==> config.mk <==
export PLATFORM = sky130hd
export DESIGN_NAME = button_conditioner
export DESIGN_NICKNAME = d
export VERILOG_FILES = /design/src/rtl/lock_pkg.sv /design/src/rtl/debounce_channel.sv /design/src/rtl/button_conditioner.sv
export SDC_FILE = /design/constraint.sdc
export NUM_CORES = 1
export LEC_CHECK = 0
export CAP_MARGIN = 25
export CELL_PAD_IN_SITES_DETAIL_PLACEMENT = 0
export CELL_PAD_IN_SITES_GLOBAL_PLACEMENT = 1
export CORE_MARGIN = 2
export CORE_UTILIZATION = 33
export CTS_BUF_LIST = sky130_fd_sc_hd__clkbuf_16
export DETAILED_ROUTE_END_ITERATION = 6
export PLACE_DENSITY_LB_ADDON = 0.1
export SYNTH_ARGS = -nofsm -noshare
export SYNTH_HDL_FRONTEND = slang
export SYNTH_SLANG_ARGS = --single-unit
==> constraint.sdc <==
create_clock -name clk -period 2.2 [get_ports clk]
set_clock_uncertainty 0.15 [all_clocks]
set_input_delay 0.44 -clock clk [delete_from_list [all_inputs] [get_ports clk]]
set_output_delay 0.44 -clock clk [all_outputs]
set_load 0.1 [all_outputs]
==> src/rtl/lock_pkg.sv <==
// rtl/lock_pkg.sv - shared constants for the lock controller and its button front end
//
// Contents:
//   CNT_W                      width of the debounce and hold counters
//   DEFAULT_DEBOUNCE_CYCLES    stable cycles needed to accept a level change
//   DEFAULT_LONG_PRESS_CYCLES  hold cycles before a long-press pulse
//   BTN_SET / BTN_ENTER        button channel indices used by the lock FSM
package lock_pkg;

  localparam int unsigned CNT_W = 16;

  localparam int unsigned DEFAULT_DEBOUNCE_CYCLES   = 1000;
  localparam int unsigned DEFAULT_LONG_PRESS_CYCLES = 50000;

  localparam int unsigned BTN_SET   = 0;
  localparam int unsigned BTN_ENTER = 1;

endpackage : lock_pkg

==> src/rtl/debounce_channel.sv <==
// rtl/debounce_channel.sv - one button channel: synchroniser, debounce, hold timer, pulses
//
// Ports:
//   clk              system clock
//   rst              synchronous active-high reset
//   btn_raw          asynchronous raw pin
//   btn_level        debounced state, 1 = pressed
//   press_pulse      one-cycle pulse when btn_level rises
//   release_pulse    one-cycle pulse when btn_level falls
//   long_press_pulse one-cycle pulse when a press has been held LONG_PRESS_CYCLES
module debounce_channel
  import lock_pkg::*;
#(
  parameter int unsigned DEBOUNCE_CYCLES   = DEFAULT_DEBOUNCE_CYCLES,
  parameter int unsigned LONG_PRESS_CYCLES = DEFAULT_LONG_PRESS_CYCLES,
  parameter bit          ACTIVE_LOW        = 1'b1
) (
  input  logic clk,
  input  logic rst,
  input  logic btn_raw,
  output logic btn_level,
  output logic press_pulse,
  output logic release_pulse,
  output logic long_press_pulse
);

  // Pin value that means "not pressed"; the synchroniser resets to it so
  // that leaving reset never looks like an edge.
  localparam logic RELEASED_PIN = (ACTIVE_LOW != 1'b0);

  localparam logic [CNT_W-1:0] DB_LAST   = CNT_W'(DEBOUNCE_CYCLES - 1);
  localparam logic [CNT_W-1:0] HOLD_MAX  = CNT_W'(LONG_PRESS_CYCLES);
  localparam logic [CNT_W-1:0] HOLD_LAST = CNT_W'(LONG_PRESS_CYCLES - 1);

  logic             sync1_q, sync1_d;
  logic             sync2_q, sync2_d;
  logic             level_q, level_d;
  logic [CNT_W-1:0] db_cnt_q, db_cnt_d;
  logic [CNT_W-1:0] hold_cnt_q, hold_cnt_d;
  logic             press_q, press_d;
  logic             release_q, release_d;
  logic             long_q, long_d;
  logic             s;

  always_comb begin
    sync1_d    = btn_raw;
    sync2_d    = sync1_q;
    // Normalised "pressed" view of the synchronised pin.
    s          = sync2_q ^ RELEASED_PIN;

    level_d    = level_q;
    db_cnt_d   = '0;
    hold_cnt_d = hold_cnt_q;
    press_d    = 1'b0;
    release_d  = 1'b0;
    long_d     = 1'b0;

    // Debounce: count consecutive cycles disagreeing with the accepted level.
    // Any agreeing cycle leaves db_cnt_d at its cleared default, so a bounce
    // back restarts qualification from zero.
    if (s != level_q) begin
      if (db_cnt_q == DB_LAST) begin
        level_d   = s;
        press_d   = s;
        release_d = ~s;
      end else begin
        db_cnt_d = db_cnt_q + 1'b1;
      end
    end

    // Hold timer runs off the accepted level and saturates, so the long-press
    // pulse is produced once per press, on the transition into saturation.
    if (!level_q) begin
      hold_cnt_d = '0;
    end else if (hold_cnt_q != HOLD_MAX) begin
      hold_cnt_d = hold_cnt_q + 1'b1;
      long_d     = (hold_cnt_q == HOLD_LAST);
    end
  end

  always_ff @(posedge clk) begin
    if (rst) begin
      sync1_q    <= RELEASED_PIN;
      sync2_q    <= RELEASED_PIN;
      level_q    <= 1'b0;
      db_cnt_q   <= '0;
      hold_cnt_q <= '0;
      press_q    <= 1'b0;
      release_q  <= 1'b0;
      long_q     <= 1'b0;
    end else begin
      sync1_q    <= sync1_d;
      sync2_q    <= sync2_d;
      level_q    <= level_d;
      db_cnt_q   <= db_cnt_d;
      hold_cnt_q <= hold_cnt_d;
      press_q    <= press_d;
      release_q  <= release_d;
      long_q     <= long_d;
    end
  end

  assign btn_level        = level_q;
  assign press_pulse      = press_q;
  assign release_pulse    = release_q;
  assign long_press_pulse = long_q;

endmodule : debounce_channel

==> src/rtl/button_conditioner.sv <==
// rtl/button_conditioner.sv - multi-channel push-button synchroniser and debouncer
//
// Ports:
//   clk              system clock
//   rst              synchronous active-high reset
//   btn_raw          asynchronous raw pins, one per channel
//   btn_level        debounced state per channel, 1 = pressed
//   press_pulse      one-cycle pulse per channel on debounced press
//   release_pulse    one-cycle pulse per channel on debounced release
//   long_press_pulse one-cycle pulse per channel once a press is held long enough
module button_conditioner
  import lock_pkg::*;
#(
  parameter int unsigned NUM_BTN           = 2,
  parameter int unsigned DEBOUNCE_CYCLES   = DEFAULT_DEBOUNCE_CYCLES,
  parameter int unsigned LONG_PRESS_CYCLES = DEFAULT_LONG_PRESS_CYCLES,
  parameter bit          ACTIVE_LOW        = 1'b1
) (
  input  logic               clk,
  input  logic               rst,
  input  logic [NUM_BTN-1:0] btn_raw,
  output logic [NUM_BTN-1:0] btn_level,
  output logic [NUM_BTN-1:0] press_pulse,
  output logic [NUM_BTN-1:0] release_pulse,
  output logic [NUM_BTN-1:0] long_press_pulse
);

  for (genvar i = 0; i < NUM_BTN; i++) begin : g_chan
    debounce_channel #(
      .DEBOUNCE_CYCLES  (DEBOUNCE_CYCLES),
      .LONG_PRESS_CYCLES(LONG_PRESS_CYCLES),
      .ACTIVE_LOW       (ACTIVE_LOW)
    ) u_chan (
      .clk             (clk),
      .rst             (rst),
      .btn_raw         (btn_raw[i]),
      .btn_level       (btn_level[i]),
      .press_pulse     (press_pulse[i]),
      .release_pulse   (release_pulse[i]),
      .long_press_pulse(long_press_pulse[i])
    );
  end

endmodule : button_conditioner

==> flow_summary.json <==
{
  "status": "finished, final reports clean",
  "crit_slowest_cell": "or4_4",
  "grt_max_degree": 17,
  "die_area_um2": 11400,
  "cp.arrival_ps": 2030,
  "clock_path_buffers": 2,
  "synth_cell_types": 39,
  "synth.avg_cell_area_um2": 9.10,
  "ir_drop_mv": 0.356,
  "cp_cell_sequence": "or4_4 > nor4_4 > or3_1 > buf_12 > nor2_1",
  "yosys_warnings": 0,
  "clk_latency_ps": 320,
  "rsz0062_at_grt": "false",
  "yosysSeqAreaShare_pct": 43.7,
  "grtUsageTotal_pct": 12.4,
  "layout_commonest_cell": "dfxtp_1",
  "grt_pass1_wl_um": 11300,
  "wl_per_cell_um": 12.2,
  "cp-end-kind": "register",
  "maxCapViolations": 0,
  "drtPass1Iterations": 4,
  "cts_setup_buffers": 0,
  "cts_buffers": 9,
  "num-fill-cells": 1070,
  "drive_gt1_share_pct": 13.8,
  "required_ps": 2270,
  "cts_hold_buf": 0,
  "holdCritPathClass": "register to register",
  "die_w_um": 107,
  "die_h_um": 107,
  "ctsHtreeMaxLevel": 3,
  "post-route-min-period_ps": 1970,
  "via_per_inst": 4.73,
  "cts_root_buffer": "clkbuf_16",
  "synthCells": 383,
  "cts_resized": 0,
  "port_buffers": 11,
  "drtIter0Drc": 51,
  "relSlewSlack_pct": 70.8,
  "path_max_fanout": 16,
  "fp.coreArea_um2": 10300,
  "rows": 37,
  "vias": 2565,
  "grt_antenna_before_repair": 0,
  "p_per_area_nw_per_um2": 700,
  "max_clock_freq_mhz": 509,
  "cp_num_buf_inv": 1,
  "syn_area_um2": 3480,
  "clk_pin_slew_ps": 60,
  "finalPower_mw": 2.82,
  "area_growth_pct": 15.7,
  "cts.sinks": 76,
  "drc": 0,
  "grt_overflow": 0,
  "wl_um": 6600,
  "critPathMaxStageDelay_ps": 540,
  "gp_congestion": 0.776,
  "crit_family": "simple AND/OR/NAND/NOR gates",
  "finalHoldViolations": 0,
  "layout_common_cells": "dfxtp_1 (76), nor2_1 (57), xnor2_1 (39)",
  "antenna_cells": 0,
  "slew_viol_final": 0,
  "finalCritPeriodShare_pct": 89.3,
  "ant_nets": 0,
  "io_pins": 12,
  "dp_hpwl_um": 4660,
  "worstSetupPathType": "register to register",
  "start_kind": "register",
  "worst_slew_pin_slew_ps": 434,
  "leakage_nw": 1.20,
  "finalSetupTns_ps": 0,
  "setup_viol_count_final": 0,
  "cts_tree": "built",
  "grt_pass1_vias": 2382,
  "fin_nets": 411,
  "start_util_pct": 33.9,
  "synthesis.nets": 393,
  "synth_seq_cells": 76
}
## worst reg2reg max path, stage by stage (launching register included)
cell,delay [ps]
dfxtp_1,350
or4_4,540
nor4_4,360
or3_1,200
buf_12,190
nor2_1,70
## metrics by stage
stage / setup WS, ps / std cells / hold slack [ps] / util, % / area [um^2]
finish: 235 / 542 / 255 / 39.2 / 4030
global route: 156 / 542 / 267 / 39.2 / 4030
CTS: 232 / 542 / 258 / 39.2 / 4030
detailed placement: 225 / 526 / 244 / 36.4 / 3750
global placement: 229 / 526 / 241 / 36.4 / 3750
floorplan: 293 / 383 / 239 / - / 3480
## flip-flops by register name, indices dropped and copies added (netlist names)
name and count:
g_chan.u_chan.press_pulse 2, g_chan.u_chan.sync2_q 2, g_chan.u_chan.long_press_pulse 2, g_chan.u_chan.btn_level 2, g_chan.u_chan.release_pulse 2, g_chan.u_chan.db_cnt_q 32, g_chan.u_chan.sync1_q 2, g_chan.u_chan.hold_cnt_q 32
## layout make-up
| type | count | area, um^2 | share of cell area, % |
|---|---|---|---|
| timing repair buffer | 25 | 220 | 5.46 |
| multi-input combinational | 270 | 1760 | 43.7 |
| inverter | 19 | 71.3 | 1.77 |
| clock buffer | 9 | 225 | 5.59 |
| clock inverter | 7 | 58.8 | 1.46 |
| sequential | 76 | 1520 | 37.8 |
| tap | 136 | 170 | 4.22 |
## worst paths after layout
check	startpoint	to	slack (ps)	cells past startpoint
worst max-delay path	g_chan[1].u_chan.db_cnt_q[13]	g_chan[1].u_chan.db_cnt_q[7]	230	5
worst min-delay path	g_chan[0].u_chan.sync1_q	g_chan[0].u_chan.sync2_q	260	1
worst max register to register	g_chan[1].u_chan.db_cnt_q[13]	g_chan[1].u_chan.db_cnt_q[7]	230	5
worst min register to register	g_chan[0].u_chan.sync1_q	g_chan[0].u_chan.sync2_q	260	1
## metal layers
| layer | global-route usage (%) | up-vias | wire [um] |
|---|---|---|---|
| li1 | - | 1356 | - |
| met4 | 4.73 | 0 | 93 |
| met5 | 0 | - | 0 |
| met1 | 17.3 | 1179 | 3490 |
| met3 | 2.86 | 8 | 148 |
| met2 | 18.4 | 22 | 2870 |
## synthesized netlist by cell type
| cell | number | area, um^2 |
|---|---|---|
| nor4bb_1 | 3 | 30.0 |
| or4_4 | 2 | 22.5 |
| buf_12 | 1 | 20.0 |
| nor4_4 | 2 | 42.5 |
| dfxtp_1 | 76 | 1520 |
| or4_1 | 5 | 37.5 |
| a21oi_1 | 8 | 40.0 |
| nor2_4 | 8 | 90.1 |
| buf_6 | 2 | 22.5 |
| o21ai_0 | 4 | 20.0 |
| buf_4 | 8 | 60.1 |
| mux2i_1 | 3 | 30.0 |
| or2b_2 | 1 | 8.76 |
| a31o_2 | 1 | 8.76 |
| and3b_1 | 1 | 8.76 |
| nor4_1 | 12 | 75.1 |
| nand2b_1 | 4 | 25.0 |
| clkbuf_1 | 7 | 26.3 |
| nand2_1 | 16 | 60.1 |
| nand3b_1 | 2 | 15.0 |
| and3_1 | 3 | 18.8 |
| or2_2 | 4 | 25.0 |
| a211oi_1 | 1 | 7.51 |
| and4_1 | 1 | 8.76 |
| nor3_1 | 17 | 85.1 |
| ha_1 | 6 | 75.1 |
| nor2_2 | 2 | 12.5 |
| and4b_1 | 1 | 10.0 |
| nand4_1 | 20 | 125 |
| nand3_4 | 1 | 17.5 |
| inv_1 | 19 | 71.3 |
| xor2_1 | 12 | 105 |
| nand3_1 | 20 | 100 |
| nor3b_1 | 1 | 7.51 |
| nor2_1 | 57 | 214 |
| xnor2_1 | 39 | 342 |
| nor4b_1 | 4 | 35.0 |
| or3_1 | 6 | 37.5 |
| o31ai_1 | 3 | 22.5 |
## cell families (layout without fill, tap and decap cells)
| logic type | Yosys count | count (layout) | share of synthesized area, % |
|---|---|---|---|
| buf+inv | 37 | 60 | 5.75 |
| fa+ha+maj | 6 | 6 | 2.15 |
| mux | 3 | 3 | 0.862 |
| simple gates | 193 | 193 | 31.9 |
| xor+xnor | 51 | 51 | 12.8 |
| flops | 76 | 76 | 43.7 |
| compound gates | 17 | 17 | 2.84 |
## report_power, final
group | switching [mW] | leakage, nW | total, mW | internal, mW
registers | 0.00297 | 0.613 | 1.38 | 1.38
clock network | 0.546 | 0.141 | 1.41 | 0.862
logic | 0.0146 | 0.447 | 0.0284 | 0.0139
total | 0.563 | 1.20 | 2.82 | 2.26
Power figures use the tool's default switching activity.
